## config.mk

```make
export PLATFORM = sky130hd
export DESIGN_NAME = ervp_tick_watchdog
export DESIGN_NICKNAME = d
export VERILOG_FILES = /design/src/rtl/ervp_tick_watchdog.sv
export SDC_FILE = /design/constraint.sdc
export NUM_CORES = 1
export LEC_CHECK = 0
export ABC_AREA = 0
export ABC_CLOCK_PERIOD_IN_PS = 3400
export CAP_MARGIN = 25
export CORE_MARGIN = 2
export CORE_UTILIZATION = 50
export CTS_CLUSTER_DIAMETER = 120
export DETAILED_ROUTE_END_ITERATION = 7
export MAX_ROUTING_LAYER = met4
export PLACE_DENSITY = 0.81
export SETUP_SLACK_MARGIN = 0.3
export SYNTH_ARGS = -nofsm -noshare
export SYNTH_HDL_FRONTEND = slang
export SYNTH_SLANG_ARGS = --single-unit
```

## constraint.sdc

```tcl
create_clock -name clk -period 3.4 [get_ports clk]
set_input_delay 0.68 -clock clk [delete_from_list [all_inputs] [get_ports clk]]
set_output_delay 0.68 -clock clk [all_outputs]
set_load 0.05 [all_outputs]
```

## src/rtl/ervp_tick_watchdog.sv

```systemverilog
// ervp_tick_watchdog
// Tick-driven watchdog. It counts down a programmable timeout using either the
// 1 us or the 62.5 ms tick, raises a sticky warning interrupt at a chosen
// remaining count, and emits a fixed-length bark pulse when the count runs
// out. Every output is driven straight from a flop.

module ervp_tick_watchdog #(
    parameter int BW_TIMEOUT      = 16,
    parameter int BW_EXPIRE_COUNT = 8,
    parameter int BARK_CYCLES     = 8
) (
    input  logic                       clk,
    input  logic                       rst,
    input  logic                       tick_1us,
    input  logic                       tick_62d5ms,
    input  logic                       tick_sel,
    input  logic                       enable,
    input  logic                       lock_set,
    input  logic [BW_TIMEOUT-1:0]      timeout_value,
    input  logic [BW_TIMEOUT-1:0]      warn_value,
    input  logic                       kick,
    input  logic                       warn_clear,
    output logic [BW_TIMEOUT-1:0]      remaining,
    output logic [1:0]                 state,
    output logic                       warn_irq,
    output logic                       bark,
    output logic                       expired,
    output logic [BW_EXPIRE_COUNT-1:0] expire_count,
    output logic                       locked,
    output logic                       config_error
);

    localparam int BW_BARK_CNT = $clog2(BARK_CYCLES + 1);
    localparam logic [BW_BARK_CNT-1:0] BARK_LAST = BW_BARK_CNT'(BARK_CYCLES);

    typedef enum logic [2:0] {
        ST_IDLE    = 3'd0,
        ST_RUN     = 3'd1,
        ST_WARN    = 3'd2,
        ST_BARK    = 3'd3,
        ST_EXPIRED = 3'd4
    } wd_state_e;

    // BARK and EXPIRED share one external code; the expired flag tells them apart.
    function automatic logic [1:0] encode_state(input wd_state_e s);
        logic [1:0] code;
        case (s)
            ST_IDLE:             code = 2'd0;
            ST_RUN:              code = 2'd1;
            ST_WARN:             code = 2'd2;
            ST_BARK, ST_EXPIRED: code = 2'd3;
            default:             code = 2'd0;
        endcase
        return code;
    endfunction

    // The expiry counter sticks at all-ones instead of wrapping.
    function automatic logic [BW_EXPIRE_COUNT-1:0] sat_inc(input logic [BW_EXPIRE_COUNT-1:0] v);
        logic [BW_EXPIRE_COUNT-1:0] r;
        if (v == {BW_EXPIRE_COUNT{1'b1}}) begin
            r = v;
        end else begin
            r = v + BW_EXPIRE_COUNT'(1);
        end
        return r;
    endfunction

    wd_state_e                  state_r, state_s;
    logic [BW_TIMEOUT-1:0]      remaining_r, remaining_s;
    logic [BW_TIMEOUT-1:0]      dec_s;
    logic [1:0]                 state_code_r, state_code_s;
    logic                       warn_irq_r, warn_irq_s;
    logic                       warn_set_s;
    logic                       bark_r, bark_s;
    logic                       expired_r, expired_s;
    logic [BW_EXPIRE_COUNT-1:0] expire_count_r, expire_count_s;
    logic                       locked_r, locked_s;
    logic                       config_error_r, config_error_s;
    logic [BW_BARK_CNT-1:0]     bark_cnt_r, bark_cnt_s;
    logic                       tk_s;

    // Next-state, next-count and next-output logic for the watchdog FSM.
    always_comb begin
        tk_s           = tick_sel ? tick_1us : tick_62d5ms;
        dec_s          = remaining_r - BW_TIMEOUT'(1);
        state_s        = state_r;
        remaining_s    = remaining_r;
        warn_set_s     = 1'b0;
        bark_s         = 1'b0;
        expired_s      = 1'b0;
        expire_count_s = expire_count_r;
        config_error_s = config_error_r;
        bark_cnt_s     = bark_cnt_r;

        case (state_r)
            ST_IDLE: begin
                remaining_s = '0;
                if (enable) begin
                    if (timeout_value != '0) begin
                        remaining_s    = timeout_value;
                        state_s        = ST_RUN;
                        config_error_s = 1'b0;
                    end else begin
                        config_error_s = 1'b1;
                    end
                end else begin
                    state_s = ST_IDLE;
                end
            end

            ST_RUN, ST_WARN: begin
                if (!enable && !locked_r) begin
                    state_s     = ST_IDLE;
                    remaining_s = '0;
                end else if (kick) begin
                    // A kick outranks a coincident tick: reload, no decrement.
                    remaining_s = timeout_value;
                    state_s     = ST_RUN;
                end else if (tk_s) begin
                    remaining_s = dec_s;
                    if (dec_s == '0) begin
                        state_s        = ST_BARK;
                        bark_s         = 1'b1;
                        bark_cnt_s     = BW_BARK_CNT'(1);
                        expire_count_s = sat_inc(expire_count_r);
                    end else if ((warn_value != '0) && (dec_s == warn_value) &&
                                 (state_r == ST_RUN)) begin
                        state_s    = ST_WARN;
                        warn_set_s = 1'b1;
                    end else begin
                        state_s = state_r;
                    end
                end else begin
                    state_s = state_r;
                end
            end

            ST_BARK: begin
                // bark_cnt_r holds how many bark cycles have already been shown.
                remaining_s = '0;
                if (bark_cnt_r == BARK_LAST) begin
                    bark_cnt_s = '0;
                    state_s    = ST_EXPIRED;
                    expired_s  = 1'b1;
                end else begin
                    bark_cnt_s = bark_cnt_r + BW_BARK_CNT'(1);
                    bark_s     = 1'b1;
                end
            end

            ST_EXPIRED: begin
                remaining_s = '0;
                if (!enable) begin
                    state_s = ST_IDLE;
                end else begin
                    expired_s = 1'b1;
                end
            end

            default: begin
                state_s     = ST_IDLE;
                remaining_s = '0;
                bark_cnt_s  = '0;
            end
        endcase

        if (warn_set_s) begin
            warn_irq_s = 1'b1;
        end else if (warn_clear) begin
            warn_irq_s = 1'b0;
        end else begin
            warn_irq_s = warn_irq_r;
        end

        locked_s     = locked_r | lock_set;
        state_code_s = encode_state(state_s);
    end

    // State and output registers with synchronous reset.
    always_ff @(posedge clk) begin
        if (rst) begin
            state_r        <= ST_IDLE;
            remaining_r    <= '0;
            state_code_r   <= 2'd0;
            warn_irq_r     <= 1'b0;
            bark_r         <= 1'b0;
            expired_r      <= 1'b0;
            expire_count_r <= '0;
            locked_r       <= 1'b0;
            config_error_r <= 1'b0;
            bark_cnt_r     <= '0;
        end else begin
            state_r        <= state_s;
            remaining_r    <= remaining_s;
            state_code_r   <= state_code_s;
            warn_irq_r     <= warn_irq_s;
            bark_r         <= bark_s;
            expired_r      <= expired_s;
            expire_count_r <= expire_count_s;
            locked_r       <= locked_s;
            config_error_r <= config_error_s;
            bark_cnt_r     <= bark_cnt_s;
        end
    end

    assign remaining    = remaining_r;
    assign state        = state_code_r;
    assign warn_irq     = warn_irq_r;
    assign bark         = bark_r;
    assign expired      = expired_r;
    assign expire_count = expire_count_r;
    assign locked       = locked_r;
    assign config_error = config_error_r;

endmodule

```

### Word level (Yosys, flattened, before mapping)

Cells that the tools add are included.

| operators by class | value |
|---|---|
| equality and inequality tests | 16 |
| bitwise logic cells | 5 |
| add/subtract/negate cells | 3 |
| reduce and logical (&&, ||, !) cells | 16 |
| muxes and demuxes | 42 |

Operators by type and width:

| cell | number |
|---|---|
| $mux 16 | 5 |
| $pmux 16 s2 | 1 |
| $reduce_bool 16->1 | 2 |
| $mux 3 | 9 |
| $mux 4 | 5 |
| $mux 1 | 17 |
| $eq 16x16->1 | 1 |
| $logic_not 16->1 | 1 |
| $sub 16x1->16 const B | 1 |
| $eq 3x2->1 const B | 4 |
| $pmux 3 s4 | 1 |
| $pmux 4 s3 | 1 |
| $add 8x1->8 const B | 1 |
| $eq 8x8->1 const B | 1 |
| $ne 2x2->1 const B | 4 |
| $eq 3x1->1 const B | 2 |
| $eq 3x3->1 const B | 2 |
| $pmux 2 s3 | 1 |
| $reduce_and 6->1 | 1 |
| $reduce_or 2->1 | 3 |
| $reduce_and 5->1 | 1 |
| $add 4x1->4 const B | 1 |
| $eq 4x4->1 const B | 1 |
| $ne 4x4->1 const B | 1 |
| 8 further kinds | 15 |

| word-level totals | value |
|---|---|
| output and inout bits | 31 |
| logic and storage cells | 92 |
| input port bits | 41 |
| register bits | 38 |

### Longest topological paths before layout

| logic depth | value |
|---|---|
| word-level depth | 13 |
| depth in mapped cells | 13 |
| depth with buffers taken out | 9 |

### Worst setup path after synthesis

Ideal clock, no wire load.

| timing | value |
|---|---|
| path type | register -> register |
| start point | reg remaining_r[0] (netlist: remaining[0]) |
| end point | reg bark_r (netlist: bark) |
| clock period less this slack | 3.356 ns |
| path buffers | 2 |
| library setup time | 0.073 ns |
| path slack | 0.044 ns |
| arrival time | 3.283 ns |
| required time | 3.327 ns |
| stages on the path, launching flop included | 12 |
| path through | dfxtp_1 > buf_2 > inv_1 > ha_1 > buf_2 > xor3_1 > a41oi_1 > o2111ai_1 > or4_1 > or4_4 > a21bo_1 > nor3_2 |

| between the ends | value |
|---|---|
| word-level cells in the longest chain between the ends | 7 |

Ends and longest elaborated chain:

| what | line | source |
|---|---|---|
| start, declared | 69 | `logic [BW_TIMEOUT-1:0] remaining_r, remaining_s;` |
| start signal, assigned | 194 | `remaining_r <= remaining_s;` |
| $sub 16x1->16 | 85 | `dec_s = remaining_r - BW_TIMEOUT'(1);` |
| $logic_not 16->1 | 121 | `if (dec_s == '0) begin` |
| $mux 1 | 121 |  |
| $mux 1 | 119 | `end else if (tk_s) begin` |
| $mux 1 | 115 | `end else if (kick) begin` |
| $mux 1 | 112 | `if (!enable && !locked_r) begin` |
| $pmux 1 s2 | 95 | `case (state_r)` |
| end signal, assigned | 197 | `bark_r <= bark_s;` |
| end, declared | 74 | `logic bark_r, bark_s;` |

Every way passes these cells.
A chain may end at the register's enable or synchronous reset.

==> impl_metrics.csv <==
group,metric,value,unit
floorplan,initial_core_util,0.5183,
critical_path,cp-end-kind,"flip-flop",
floorplan,die_w,79.78,um
final_layout,areaGrowthSynthToFinish,33.51,%
global_route,grt_max_degree,36,
routing,drt-total-wl,9256,um
yosys,ys_warn_count,0,
yosys,synth_top_family_by_area,"simple AND/OR/NAND/NOR gates",
yosys,syn-cell-area,2872,sq um
final_layout,fin_util,0.6920,
sta,slew_headroom,0.5121,
critical_path,regToRegStartpoint,"remaining[1]",
yosys,syn_nets,422,
critical_path,r2r_slack,0.40,ns
final_layout,design_area,3834,sq um
floorplan,dieArea,6365,sq um
floorplan,io_pins,72,
critical_path,worstRegToRegCells,10,
power_and_ir_drop,power-per-cell-area,355.7,nW/um^2
yosys,postSynthAreaPerCell,7.637,sq um
routing,wl_per_cell,17.87,um
yosys,synth_edf_count,0,
routing,vias_per_cell,6.328,
yosys,synth_compound_gate_area_share,0.2192,
sta,finalSetupViolations,0,
critical_path,path_buf_inv,1,
final_layout,num-nets-final,491,
clocking,tritoncts,"done",
sta,finalHoldViolCount,0,
sta,final_critical_path_setup_slack,0.3911,ns
critical_path,crit_family,"simple AND/OR/NAND/NOR gates",
sta,finalWorstPathRequiredPeriod,3.009,ns
routing,ant_nets,0,
place,dp_hpwl,7023,um
yosys,yosysSeqAreaShare,0.2649,
clocking,clk_pin_slew,0.07,ns
clocking,htree_levels,2,
global_route,grt_usage,0.3071,
yosys,synth_ff_type,"dfxtp_1",
routing,wl_met2,4056,um
critical_path,critPathMaxStageDelay,0.56,ns
critical_path,cp_max_fo,4,
critical_path,path_depth,8,
yosys,netlist_instances,376,
sta,fin_skew,0.005051,ns
yosys,yosysUniqueCellTypes,65,
critical_path,critical_path_class,"primary input to flip-flop",
sta,worst_pin_slew,0.7318,ns
floorplan,core,5540,sq um
routing,drtPass1Iterations,5,
clocking,cts-root-buf,"clkbuf_8",
clocking,clock_latency,0.30,ns
routing,num_vias,3278,
outcome,outcome,"finished clean",
sta,slew_viol_final,0,
sta,period_share,0.8850,
floorplan,die-height,79.78,um
clocking,cts.sinks,38,
final_layout,drive_above_1_share,0.1121,
critical_path,crit_chain,"clkdlybuf4s50_1 > nor3b_1 > o2111a_1 > o311ai_0 > or4_1 > or4_4 > a21bo_1 > nor3_2",
floorplan,rows,27,
routing,top_layer,"met4",
min_path,hold_class,"flip-flop to flip-flop",
critical_path,slowest_stage,"or4_4",
routing,dr_wl_met3,912,um
sta,fin_setup_tns,0,ns
place,placed_cell_area,3690,sq um
critical_path,start_kind,"primary input",
critical_path,cp.arrival,3.24,ns
global_route,grt_overflow,0,
global_route,grt_antenna_before_repair,0,
global_route,grt_pass1_wl,14600,um
clocking,cts_buffers,5,
power_and_ir_drop,p_leak,1.492,nW
yosys,ys_seq_elements,38,
yosys,synthMuxAreaShare,0.01830,
yosys,async_flop_share,0,
yosys,yosys.area_share.adder,0.02179,
flow_run,max-cap-violations,0,
place,dp_slack,0.09946,ns
power_and_ir_drop,peakVddDrop,0.2182,mV
global_route,grt_pass1_vias,2964,
yosys,synthSimpleGateAreaFrac,0.3272,
routing,drt_drc_violations_left,0,
final_layout,antenna_cells,0,
critical_path,crit_start,"warn_value[5]",
yosys,synthXorXnorAreaFrac,0.09063,
sta,rsz0062_at_grt,"true",
routing,drt_iter0_drc,383,
min_path,min_from,"config_error",
clocking,cts.path.max_buffers,2,
sta,fmax,0.3323,GHz
place,port_buffers,71,
critical_path,endpoint,"bark",
place,finalWeightedCongestion,1.046,
critical_path,r2r-end,"bark",
final_layout,n_fill_cell,458,
routing,m1WireLength,3987,um
critical_path,critPathRequiredTime,3.63,ns
[flip-flops by register name (all words and copies together), names as in the netlist]
name and flops:
expired 1, bark 1, expire_count 8, locked 1
state 2, bark_cnt_r 4, warn_irq 1, remaining 16
state_r 3, config_error 1
[per-layer routing]
layer,up-vias,GRT usage
met5,-,-
met1,1512,0.4111
li1,1530,-
met3,32,0.06109
met2,204,0.4571
met4,0,0.1220
[cells in the final DEF (no fill, tap or decap), types with 5 or more instances in the layout]
master           synthesis  layout
xor2_1                  13      13
nand3_1                 10      10
nand2b_1                 6       6
clkbuf_8                 0       6
nand2_1                 27      27
o31ai_1                  5       5
o21ai_0                 17      17
clkdlybuf4s50_1          0      71
nand4_1                  6       6
nor4_1                  15      12
dfxtp_1                 38      35
nor2b_1                  6       6
a31oi_1                  5       5
nor3_1                  18      18
buf_4                    0      19
a21oi_1                 28      28
inv_1                   10      10
nor2_1                  46      46
xnor2_1                  6       6
[what timing repair did]
item,CTS,global route
buffers inserted,0,2
hold buffers,0,0
endpoints found under the setup margin,2,10
resized for setup,1,7
pin swaps,0,0
[synth_stat cells (7+ instances only)]
| library cell | instances | share of area |
|---|---|---|
| nor3_1 | 18 | 0.031 |
| nor2_1 | 46 | 0.060 |
| buf_2 | 7 | 0.012 |
| xor2_1 | 13 | 0.040 |
| inv_1 | 10 | 0.013 |
| dfxtp_1 | 38 | 0.26 |
| a21oi_1 | 28 | 0.049 |
| clkbuf_1 | 17 | 0.022 |
| nand2_1 | 27 | 0.035 |
| nand3_1 | 10 | 0.017 |
| nor4_1 | 15 | 0.033 |
| o21ai_0 | 17 | 0.030 |
[kinds of logic after synthesis]
family,Yosys count
xor gates and xnor gates,23
adders and majority gates,5
AOI/OAI and AO/OA,95
buffers and inverters,38
and+or+nand+nor,172
DFF,38
muxes,5
[power breakdown]
group,total [mW],internal [mW],leakage [nW],switching (mW)
sequential,0.496,0.461,0.311,0.0354
clock,0.326,0.163,0.0515,0.163
combinational,0.541,0.237,1.13,0.304
total,1.36,0.861,1.49,0.503
[per-stage QoR]
| stage | hold slack (ns) | total power [mW] | instances |
|---|---|---|---|
| final | 0.5049 | 1.364 | 518 |
| after global routing | 0.5356 | 1.434 | 518 |
| after CTS | 0.5124 | 1.348 | 516 |
| after detailed placement | 0.4882 | 1.020 | 508 |
| after global placement | 0.4828 | 1.012 | 508 |
| after floorplan | 0.4773 | 0.8384 | 376 |
[worst min-delay path by stage]
stage | endpoint | slack, ns | cells after the start
after detailed placement | config_error | 0.49 | 2
after global placement | config_error | 0.48 | 2
after global routing | remaining[1] | 0.54 | 2
after CTS | remaining[1] | 0.51 | 2
final | config_error | 0.50 | 2
after floorplan | bark_cnt_r[3] | 0.48 | 2
[cell type report]
type	count	area (sq um)	area share
Timing Repair Buffer	90	853.3	0.2226
Tap cell	72	90.09	0.02350
Inverter	10	37.54	0.009791
Sequential cell	38	769.5	0.2007
Clock buffer	6	82.58	0.02154
Multi-Input combinational cell	300	1989	0.5189
Clock inverter	2	11.26	0.002937
[worst register-to-register path, cell delays in order, from the launching register on]
cell and delay, ns:
dfxtp_4 0.39, inv_1 0.07, ha_2 0.21, buf_4 0.16
xor3_1 0.34, a41oi_1 0.17, o2111ai_1 0.13, or4_1 0.52
or4_4 0.56, a21bo_1 0.24, nor3_2 0.16
No activity file was read; power rests on OpenSTA's default activity.
